[src/rtl/branch_predictor_bht_pkg.sv]
// bp_pkg: shared helpers for the branch history table predictor.
//   clog2     - constant log2 (ceiling) used to size the table index
//   ctr_init  - weakly-not-taken reset value for a counter of a given width
//   sat_inc   - saturating increment of a counter of a given width
//   sat_dec   - saturating decrement (floors at zero)
// Counter values travel through these helpers zero-extended to CTR_W_MAX
// bits so that one function body serves every counter width from 1 to 4.
package bp_pkg;

  localparam int CTR_W_MAX = 4;

  function automatic int clog2(input int value);
    int result;
    result = 0;
    while ((1 << result) < value) result++;
    return result;
  endfunction

  function automatic logic [CTR_W_MAX-1:0] ctr_init(input int bits);
    return CTR_W_MAX'((1 << (bits - 1)) - 1);
  endfunction

  function automatic logic [CTR_W_MAX-1:0] sat_inc(input logic [CTR_W_MAX-1:0] value,
                                                   input int bits);
    logic [CTR_W_MAX-1:0] max_val;
    max_val = CTR_W_MAX'((1 << bits) - 1);
    return (value == max_val) ? value : value + 1'b1;
  endfunction

  function automatic logic [CTR_W_MAX-1:0] sat_dec(input logic [CTR_W_MAX-1:0] value,
                                                   input int bits);
    return (value == '0) ? value : value - 1'b1;
  endfunction

endpackage

[src/rtl/branch_predictor_bht_if.sv]
// branch_predictor_bht_if: lookup, training and statistics signals between
// the pipeline (master) and the predictor (slave).
//   lookup_valid/lookup_pc        - ID-stage B-type instruction and its PC
//   predict_taken/predict_index   - combinational prediction and table index
//   update_valid/index/taken/mispredict - branch resolution from EX
//   lookup_count/mispredict_count - saturating performance counters
interface branch_predictor_bht_if #(
  parameter int IDX_W = 6
);
  logic             lookup_valid;
  logic [31:0]      lookup_pc;
  logic             predict_taken;
  logic [IDX_W-1:0] predict_index;
  logic             update_valid;
  logic [IDX_W-1:0] update_index;
  logic             update_taken;
  logic             update_mispredict;
  logic [31:0]      lookup_count;
  logic [31:0]      mispredict_count;

  modport master (
    output lookup_valid, lookup_pc,
    output update_valid, update_index, update_taken, update_mispredict,
    input  predict_taken, predict_index,
    input  lookup_count, mispredict_count
  );

  modport slave (
    input  lookup_valid, lookup_pc,
    input  update_valid, update_index, update_taken, update_mispredict,
    output predict_taken, predict_index,
    output lookup_count, mispredict_count
  );
endinterface

[src/rtl/branch_predictor_bht_sat_ctr.sv]
// bht_sat_ctr: one saturating direction counter of the history table.
//   clk, reset - clock and synchronous active-high reset
//   en         - train this entry on the coming edge
//   taken      - resolved direction (1 counts up, 0 counts down)
//   ctr        - current counter value; MSB is the predicted direction
module bht_sat_ctr
  import bp_pkg::*;
#(
  parameter int CTR_BITS = 2
) (
  input  logic                clk,
  input  logic                reset,
  input  logic                en,
  input  logic                taken,
  output logic [CTR_BITS-1:0] ctr
);

  always_ff @(posedge clk) begin
    if (reset) begin
      ctr <= CTR_BITS'(ctr_init(CTR_BITS));
    end else if (en) begin
      if (taken) ctr <= CTR_BITS'(sat_inc(CTR_W_MAX'(ctr), CTR_BITS));
      else       ctr <= CTR_BITS'(sat_dec(CTR_W_MAX'(ctr), CTR_BITS));
    end
  end

endmodule

[src/rtl/branch_predictor_bht.sv]
// branch_predictor_bht: bimodal (GHR_BITS=0) or gshare (GHR_BITS>0) branch
// direction predictor built from a flip-flop table of saturating counters.
//   clk, reset - clock and synchronous active-high reset
//   stall      - freezes table, history and performance counters
//   bus        - slave side of branch_predictor_bht_if (lookup, training,
//                prediction and performance counters)
// The interface instance must be built with IDX_W = clog2(ENTRIES).
module branch_predictor_bht
  import bp_pkg::*;
#(
  parameter int ENTRIES   = 64,
  parameter int CTR_BITS  = 2,
  parameter int GHR_BITS  = 0,
  parameter int INDEX_LSB = 2
) (
  input logic clk,
  input logic reset,
  input logic stall,
  branch_predictor_bht_if.slave bus
);

  localparam int IDX_W = clog2(ENTRIES);

  logic [CTR_BITS-1:0] ctr_tbl [ENTRIES];
  logic [IDX_W-1:0]    hist_mix;
  logic [IDX_W-1:0]    lookup_index;
  logic                accept_update;
  logic [CTR_BITS-1:0] ctr_sel;
  logic [CTR_BITS-1:0] ctr_trained;
  logic [CTR_BITS-1:0] ctr_effective;
  logic [31:0]         lookup_q;
  logic [31:0]         mispredict_q;
  logic                unused_pc_bits;

  assign accept_update  = bus.update_valid & ~stall;
  assign unused_pc_bits = ^bus.lookup_pc;

  for (genvar i = 0; i < ENTRIES; i++) begin : g_entry
    bht_sat_ctr #(.CTR_BITS(CTR_BITS)) u_ctr (
      .clk   (clk),
      .reset (reset),
      .en    (accept_update && (bus.update_index == IDX_W'(i))),
      .taken (bus.update_taken),
      .ctr   (ctr_tbl[i])
    );
  end

  // History only advances when a branch resolves, so the lookup always hashes
  // with the history as it stood before any update in the same cycle.
  if (GHR_BITS > 0) begin : g_gshare
    logic [GHR_BITS-1:0] ghr;

    always_ff @(posedge clk) begin
      if (reset)              ghr <= '0;
      else if (accept_update) ghr <= (ghr << 1) | GHR_BITS'(bus.update_taken);
    end

    assign hist_mix = IDX_W'(ghr);
  end else begin : g_bimodal
    assign hist_mix = '0;
  end

  assign lookup_index      = bus.lookup_pc[INDEX_LSB +: IDX_W] ^ hist_mix;
  assign bus.predict_index = lookup_index;

  // Bypass: a training write to the entry being looked up is forwarded so the
  // prediction already reflects this cycle's resolved outcome.
  always_comb begin
    ctr_sel = ctr_tbl[lookup_index];
    if (bus.update_taken) ctr_trained = CTR_BITS'(sat_inc(CTR_W_MAX'(ctr_sel), CTR_BITS));
    else                  ctr_trained = CTR_BITS'(sat_dec(CTR_W_MAX'(ctr_sel), CTR_BITS));
    ctr_effective = ctr_sel;
    if (accept_update && (bus.update_index == lookup_index)) ctr_effective = ctr_trained;
  end

  assign bus.predict_taken = bus.lookup_valid & ctr_effective[CTR_BITS-1];

  // Performance counters stick at all-ones instead of wrapping.
  always_ff @(posedge clk) begin
    if (reset) begin
      lookup_q     <= '0;
      mispredict_q <= '0;
    end else begin
      if (bus.lookup_valid && !stall && (lookup_q != '1))
        lookup_q <= lookup_q + 32'd1;
      if (accept_update && bus.update_mispredict && (mispredict_q != '1))
        mispredict_q <= mispredict_q + 32'd1;
    end
  end

  assign bus.lookup_count     = lookup_q;
  assign bus.mispredict_count = mispredict_q;

endmodule
[src/flat_wrapper.sv]
// flat-port wrapper written by rule: the top's interface ports become plain ports
module branch_predictor_bht_flat import bp_pkg::*;
#(
  parameter int ENTRIES   = 64,
  parameter int CTR_BITS  = 2,
  parameter int GHR_BITS  = 0,
  parameter int INDEX_LSB = 2
)
  (clk, reset, stall, bus_lookup_valid, bus_lookup_pc, bus_update_valid, bus_update_index, bus_update_taken, bus_update_mispredict, bus_predict_taken, bus_predict_index, bus_lookup_count, bus_mispredict_count);
  branch_predictor_bht_if bus_i ();
  input logic clk;
  input logic reset;
  input logic stall;
  input wire logic [$bits(bus_i.lookup_valid)-1:0] bus_lookup_valid;
  input wire logic [$bits(bus_i.lookup_pc)-1:0] bus_lookup_pc;
  input wire logic [$bits(bus_i.update_valid)-1:0] bus_update_valid;
  input wire logic [$bits(bus_i.update_index)-1:0] bus_update_index;
  input wire logic [$bits(bus_i.update_taken)-1:0] bus_update_taken;
  input wire logic [$bits(bus_i.update_mispredict)-1:0] bus_update_mispredict;
  output wire logic [$bits(bus_i.predict_taken)-1:0] bus_predict_taken;
  output wire logic [$bits(bus_i.predict_index)-1:0] bus_predict_index;
  output wire logic [$bits(bus_i.lookup_count)-1:0] bus_lookup_count;
  output wire logic [$bits(bus_i.mispredict_count)-1:0] bus_mispredict_count;
  assign bus_i.lookup_valid = bus_lookup_valid;
  assign bus_i.lookup_pc = bus_lookup_pc;
  assign bus_i.update_valid = bus_update_valid;
  assign bus_i.update_index = bus_update_index;
  assign bus_i.update_taken = bus_update_taken;
  assign bus_i.update_mispredict = bus_update_mispredict;
  assign bus_predict_taken = bus_i.predict_taken;
  assign bus_predict_index = bus_i.predict_index;
  assign bus_lookup_count = bus_i.lookup_count;
  assign bus_mispredict_count = bus_i.mispredict_count;
  branch_predictor_bht #(.ENTRIES(ENTRIES), .CTR_BITS(CTR_BITS), .GHR_BITS(GHR_BITS), .INDEX_LSB(INDEX_LSB)) u_core (.clk(clk), .reset(reset), .stall(stall), .bus(bus_i));
endmodule
[config.mk]
export PLATFORM = sky130hd
export DESIGN_NAME = branch_predictor_bht_flat
export DESIGN_NICKNAME = d
export VERILOG_FILES = /design/src/rtl/branch_predictor_bht_pkg.sv /design/src/rtl/branch_predictor_bht_if.sv /design/src/rtl/branch_predictor_bht_sat_ctr.sv /design/src/rtl/branch_predictor_bht.sv /design/src/flat_wrapper.sv
export SDC_FILE = /design/constraint.sdc
export NUM_CORES = 1
export LEC_CHECK = 0
export BUFFER_PORTS_ARGS = -buffer_cell sky130_fd_sc_hd__buf_2
export CORE_MARGIN = 2
export CORE_UTILIZATION = 46
export CTS_CLUSTER_DIAMETER = 30
export DETAILED_ROUTE_END_ITERATION = 10
export PLACE_DENSITY = 0.66
export SETUP_SLACK_MARGIN = 0.3
export SYNTH_ARGS = -nofsm -noshare
export SYNTH_HDL_FRONTEND = slang
export SYNTH_HIERARCHICAL = 1
export SYNTH_SLANG_ARGS = --single-unit
[constraint.sdc]
create_clock -name clk -period 3.1 [get_ports clk]
set_input_delay 0.465 -clock clk [delete_from_list [all_inputs] [get_ports clk]]
set_output_delay 0.465 -clock clk [all_outputs]
set_load 0.03 [all_outputs]
After elaboration in Yosys (flattened, before gate mapping)
Cells that the tools add are included.
{ "totals": {"regBits": 192, "in_bits": 45, "output_inout_bits": 71, "word_cells": 861} }
{ "classes": {"addsub": 132, "order_cmp": 1, "n_eq_ne": 259, "n_mux": 199, "bitwise": 4, "n_reduce_logical": 200} }
{ "ops": {"columns": ["operator", "count"], "rows": [
  ["2-to-1 mux 2 bit", 198],
  ["inequality test 2 bit (second input constant)", 128],
  ["equality test 6 bit (second input constant)", 32],
  ["AND reduction 3 bit", 64],
  ["adder 2 x 1 -> 2 bit (second input constant)", 65],
  ["equality test 2 bit (second input constant)", 65],
  ["logical NOT 2 bit", 65],
  ["subtractor 2 x 1 -> 2 bit (second input constant)", 65],
  ["equality test 6 x 5 -> 1 bit (second input constant)", 16],
  ["logical AND 1 bit", 69],
  ["adder 32 x 1 -> 32 bit (second input constant)", 2],
  ["inequality test 32 bit (second input constant)", 2],
  ["equality test 6 x 4 -> 1 bit (second input constant)", 8],
  ["equality test 6 x 3 -> 1 bit (second input constant)", 4],
  ["binary-select mux 2 bit (select 6 bit)", 1],
  ["equality test 6 x 2 -> 1 bit (second input constant)", 2],
  [">= comparator 7 bit (second input constant)", 1],
  ["inverter 6 -> 7 bit", 1],
  ["equality test 6 x 1 -> 1 bit (second input constant)", 1],
  ["equality test 6 bit", 1],
  ["logical NOT 6 bit", 1],
  ["bitwise AND 1 bit", 2],
  ["logical NOT 1 bit", 1],
  ["inverter 1 bit", 1]
]} }

Depth between registers and ports, before layout
{ "logic_depth": {"ltp_word": 9, "ltp_mapped": 10, "depth_no_buf": 8} }

Hierarchy
Netlist, hierarchy kept.
{ "modules_own_cells": {"columns": ["module", "n_inst", "cells_each", "area_each_um2", "seq_area_each_um2"], "rows": [
  ["bht_sat_ctr", 64, 12, 108.9, 40.0],
  ["branch_predictor_bht", 1, 550, 4664.5, 1281.2]
]} }

Least setup slack after synthesis
OpenSTA, ideal clock, no wires.
{ "synth_timing": {"path_type": "input -> output", "start": "input port bus_lookup_pc[3]", "end": "output port bus_predict_taken", "t_arrival_ns": 2.346, "required_ns": 2.635, "path_slack_ns": 0.289, "cell_stages": 7, "path_buffers": 2, "path_cell_list": "buf_6 > buf_8 > mux4_1 > mux4_2 > mux2_2 > o21ai_1 > o2bb2a_2"} }
{ "synth_between": {"elab_chain_cells": 9, "word_cells_on_any_way": 15, "classes_between": "add/sub: 2; eq/ne: 2; mux: 7; bitwise: 2; reduce/logical: 2"} }
{ "synth_rtl": {"columns": ["element", "line_no", "text"], "rows": [
  ["from (decl)", "flat_wrapper.sv:15", "input wire logic [$bits(bus_i.lookup_pc)-1:0] bus_lookup_pc;"],
  ["inverter 6 -> 7 bit (implied by the code)", "branch_predictor_bht.sv:69", "ctr_sel = ctr_tbl[lookup_index];"],
  ["binary-select mux 2 bit (select 6 bit)", "branch_predictor_bht.sv:69", null],
  ["2-to-1 mux 2 bit (implied by the code) (2 in a row)", "branch_predictor_bht.sv:69", null],
  ["subtractor 2 x 1 -> 2 bit, or another cell as far along", "branch_predictor_bht_pkg.sv:32", "return (value == '0) ? value : value - 1'b1;"],
  ["2-to-1 mux 2 bit, on equally long branches", "branch_predictor_bht_pkg.sv:32, branch_predictor_bht_pkg.sv:27", null],
  ["2-to-1 mux 2 bit", "branch_predictor_bht.sv:70", "if (bus.update_taken) ctr_trained = CTR_BITS'(sat_inc(CTR_W_MAX'(ctr_sel), CTR_BITS));"],
  ["2-to-1 mux 2 bit (*)", "branch_predictor_bht.sv:73", "if (accept_update && (bus.update_index == lookup_index)) ctr_effective = ctr_trained;"],
  ["bitwise AND 1 bit (*)", "branch_predictor_bht.sv:76", "assign bus.predict_taken = bus.lookup_valid & ctr_effective[CTR_BITS-1];"],
  ["to (decl)", "flat_wrapper.sv:20", "output wire logic [$bits(bus_i.predict_taken)-1:0] bus_predict_taken;"]
]} }
Every way passes the cells marked *; elsewhere a longest branch is shown, timed or not. The select of a mux whose other input is x is not followed.

Final worst setup path
{ "layout_timing": {"start": "register u_core.g_entry[38].u_ctr.ctr[1]", "end": "output port bus_predict_taken"} }
{ "layout_between": {"elab_chain_cells": 8, "word_cells_on_any_way": 12, "classes_between": "add/sub: 2; eq/ne: 1; mux: 7; bitwise: 1; reduce/logical: 1"} }
{ "layout_rtl": {"columns": ["element", "line_no", "text"], "rows": [
  ["from (decl)", "branch_predictor_bht_sat_ctr.sv:15", "output logic [CTR_BITS-1:0] ctr"],
  ["from (signal assigned)", "branch_predictor_bht_sat_ctr.sv:20", "ctr <= CTR_BITS'(ctr_init(CTR_BITS));"],
  ["from (signal assigned)", "branch_predictor_bht_sat_ctr.sv:22", "if (taken) ctr <= CTR_BITS'(sat_inc(CTR_W_MAX'(ctr), CTR_BITS));"],
  ["from (signal assigned)", "branch_predictor_bht_sat_ctr.sv:23", "else ctr <= CTR_BITS'(sat_dec(CTR_W_MAX'(ctr), CTR_BITS));"],
  ["binary-select mux 2 bit (select 6 bit) (*)", "branch_predictor_bht.sv:69", null],
  ["2-to-1 mux 2 bit (implied by the code) (*) (2 in a row)", "branch_predictor_bht.sv:69", null],
  ["subtractor 2 x 1 -> 2 bit, or another cell as far along", "branch_predictor_bht_pkg.sv:32", null],
  ["2-to-1 mux 2 bit, on equally long branches", "branch_predictor_bht_pkg.sv:32, branch_predictor_bht_pkg.sv:27", null],
  ["2-to-1 mux 2 bit", "branch_predictor_bht.sv:70", null],
  ["2-to-1 mux 2 bit (*)", "branch_predictor_bht.sv:73", null],
  ["bitwise AND 1 bit (*)", "branch_predictor_bht.sv:76", null]
]} }
Marks and branches as above.

==> results by group <==
Clock network
  • Inserted Clock Buffers: 17
  • Worst-path clk slew: about 80 ps
  • CTS sink count: 192
  • Clock buffer depth: 2
  • CTS tree: done
  • Root Driver: clkbuf_16
  • Cts-stage hold buffer count: 0
  • Clock H-tree levels: 4
  • Worst skew pair latency: 440 ps

Floorplan
  • Core ar.: 0.02504 mm2
  • # IOs: about 120
  • Initial Utilization: 0.4646
  • Rows: 58
  • Die ar.: 0.02657 mm2
  • Chip width: roughly 160 um
  • Die Y: approximately 160 um

Critical path
  • Worst Path Required: 2630 ps
  • Crit Path Class: reg -> out
  • Critical Path Start Type: flip-flop
  • Worst path arrival time: 2540 ps
  • CP endpoint kind: output port
  • CP Max Fanout: 4

Run status
  • Status: completed

Global route
  • GRT Overall Usage: 0.2142
  • Largest net degree at the start of global routing: 154
  • Initial antenna violation count: 0
  • Vias in the first global route: 9285
  • Grt total ovfl: 0
  • First-pass GRT wire length: 46530 um

Power and ir drop
  • Worst ir drop on vdd: 341.9 uV
  • Switching share of power: 0.2821
  • Total Power: 5.746 mW
  • Clock power frac: 0.422
  • Power Density: 428.1 mW/mm2
  • Comb power frac: 0.117
  • Cell leakage power: 4.945 nW
  • P_sw: 1.621 mW
  • Flop pwr share: 0.461
  • Cell internal pwr: 4.125 mW

Route
  • Routed WL: 28730 um
  • Drt wl/cell: 16.29 um
  • Number of routed nets with antenna violations: 0
  • Vias/cell: about 5.8
  • Starting DRT DRC Count: 885
  • DRC violations left: 0
  • Drt first pass iters: 7
  • Routed via count: 10239

STA
  • Worst Tran Pin Value: 1063 ps
  • RSZ-0062 raised after global routing: yes
  • Relative slew margins: 0.2850
  • Pins Over Slew Limit: 0
  • Tcrit/Tclk final: 0.9682
  • Fin. Hold Viols: 0
  • Final WS setup: slightly below 100 ps
  • Fmax: 333.2 MHz
  • Final Setup Violations: 0
  • Fin Clk Skew: 10.89 ps
  • Post-layout min period: 3001 ps

Yosys
  • Syn nets: 1365
  • #FFs+latches synth: ~190
  • Yosys warns: 6
  • Syn avg cell area: a little under 9 um2
  • Sequential-to-total area share from yosys stat: 0.3305
  • Post-Synthesis Cell Area: 0.01163 mm2
  • Syn Inst Count: 1318
  • Number of enable flip-flop cells after synthesis: 0
  • Synth async-reset ratio: 0
  • Ys flop type: dfxtp_1
  • Distinct cells, synth: 61

Placed design
  • Placer Congestion: 0.8236
  • Setup WS pre-CTS: -27.47 ps
  • Buffers on Ports: 89
  • Placement Cell Area: 0.01255 mm2
  • Dpl hpwl: 19150 um

Final layout
  • Layout cells sized above 1: 0.2971
  • Area delta synth->final: 15.42%
  • ANT cells: 0
  • Nets: 1468
  • Finished Cell Area: around 0.013 mm2
  • Fillers: 2256

Run
  • Number of max-cap violations: 0

Worst hold path
  • Hold Crit Class: in -> reg
power by group through the flow:
stage,logic (mW),clock network (mW),registers [mW]
after floorplan,0.426,0,2.68
after global placement,0.613,0,2.71
after detailed placement,0.626,0,2.71
after CTS,0.668,2.48,2.64
after global routing,0.736,2.56,2.66
final,0.674,2.43,2.65
cell usage after synthesis, types with 12 or more instances:
master      n  share of area
a211oi_2   64          0.069
nor2b_1    12         0.0065
a21o_2     65          0.049
nand3_1    30          0.013
nand2_1   103          0.033
a22oi_1    64          0.041
nand4_1    23          0.012
xnor2_1    19          0.014
dfxtp_1   192           0.33
o21ai_0    78          0.034
nor3b_2    64          0.069
xor2_1     37          0.028
nor3_1     72          0.031
nor2_1    256          0.083
clkbuf_1   22         0.0071
mux4_2     26          0.050
nand2b_1   64          0.034
a21oi_1    14         0.0060
repair_timing:
action / in CTS / in global routing
cloned: 2 / 0
endpoints found under the setup margin: 1 / 1
pin swaps: 13 / 1
resized for setup: 53 / 2
setup buffers: 10 / 0
final timing paths:
path | from | slack, ps | cells past startpoint | end
setup / recovery | u_core/g_entry[38].u_ctr/ctr[1] | 100 | 7 | bus_predict_taken
hold / removal | reset | 490 | 2 | u_core/g_entry[55].u_ctr/ctr[1]
setup reg to reg | u_core/bus.mispredict_count[0] | 720 | 8 | u_core/bus.mispredict_count[26]
hold reg to reg | u_core/bus.lookup_count[31] | 520 | 2 | u_core/bus.lookup_count[31]
cell usage in the layout (no fill, tap or decap), types with 5 or more instances in the layout:
master | synthesis | final
nand3_1 | 30 | 30
xor2_1 | 37 | 37
o21ai_0 | 78 | 76
nand2b_1 | 64 | 64
and3_1 | 8 | 8
mux4_2 | 26 | 31
buf_12 | 0 | 6
nor4_1 | 5 | 5
mux2i_1 | 7 | 7
buf_6 | 1 | 6
dfxtp_2 | 0 | 20
nor2_1 | 256 | 256
nor2b_1 | 12 | 12
buf_4 | 7 | 27
inv_1 | 6 | 6
a21o_2 | 65 | 65
buf_2 | 5 | 83
a211oi_2 | 64 | 64
nor3b_2 | 64 | 64
clkbuf_16 | 0 | 17
a22oi_1 | 64 | 64
clkinv_8 | 0 | 5
nand2_1 | 103 | 103
a21oi_1 | 14 | 14
or3_1 | 11 | 11
xnor2_1 | 19 | 19
and4_1 | 9 | 9
nor3_1 | 72 | 71
nand4_1 | 23 | 23
dfxtp_1 | 192 | 168
through the flow:
step | TNS [ps] | hold slack [ps] | utilization | instances
6_report | 0 | 489.8 | 0.5362 | 1764
5_1_grt | 0 | 515.8 | 0.5362 | 1764
4_1_cts | 0 | 490.6 | 0.5360 | 1764
3_5_place_dp | -27.47 | 498.4 | 0.5011 | 1720
3_3_place_gp | -39.36 | 482.0 | 0.5011 | 1720
2_1_floorplan | 0 | 519.9 | - | 1318
cells by family after synthesis:
| group | share of synthesized area |
|---|---|
| AO/OA/AOI/OAI | 0.2085 |
| XOR/XNOR | 0.04217 |
| adder cells (fa/ha/maj) | 0.002151 |
| buffers and inverters | 0.02011 |
| flip-flops | 0.3305 |
| multiplexers | 0.07412 |
| AND/OR/NAND/NOR | 0.3225 |
critical path: stages, from the launching register on:
cell,delay (ps)
dfxtp_2,350
mux4_2,510
a211o_1,330
a311oi_2,250
nor2_1,110
o211ai_1,220
o2bb2a_4,200
buf_6,130
per-layer routing:
layer | wire length [um] | track usage
met1 | 13250 | 0.2877
met2 | 13520 | 0.3555
met5 | 0 | 0
met4 | 625 | 0.06798
met3 | 1337 | 0.03123
sequential cells by signal, indices dropped and copies added, names as in the netlist:
register and flops:
u_core/g_entry.u_ctr/ctr 128, u_core/bus.lookup_count 32, u_core/bus.mispredict_count 32
cell type report:
type / instances / area (um2) / area share
multi-input combinational: 1078 / 7569 / 0.5638
tap: 330 / 412.9 / 0.03076
inverter: 7 / 26.28 / 0.001957
sequential: 192 / 3884 / 0.2893
timing repair buffer: 125 / 875.8 / 0.06524
clock buffer: 17 / 425.4 / 0.03169
clock inverter: 15 / 231.5 / 0.01724
Power figures use the tool's default switching activity.
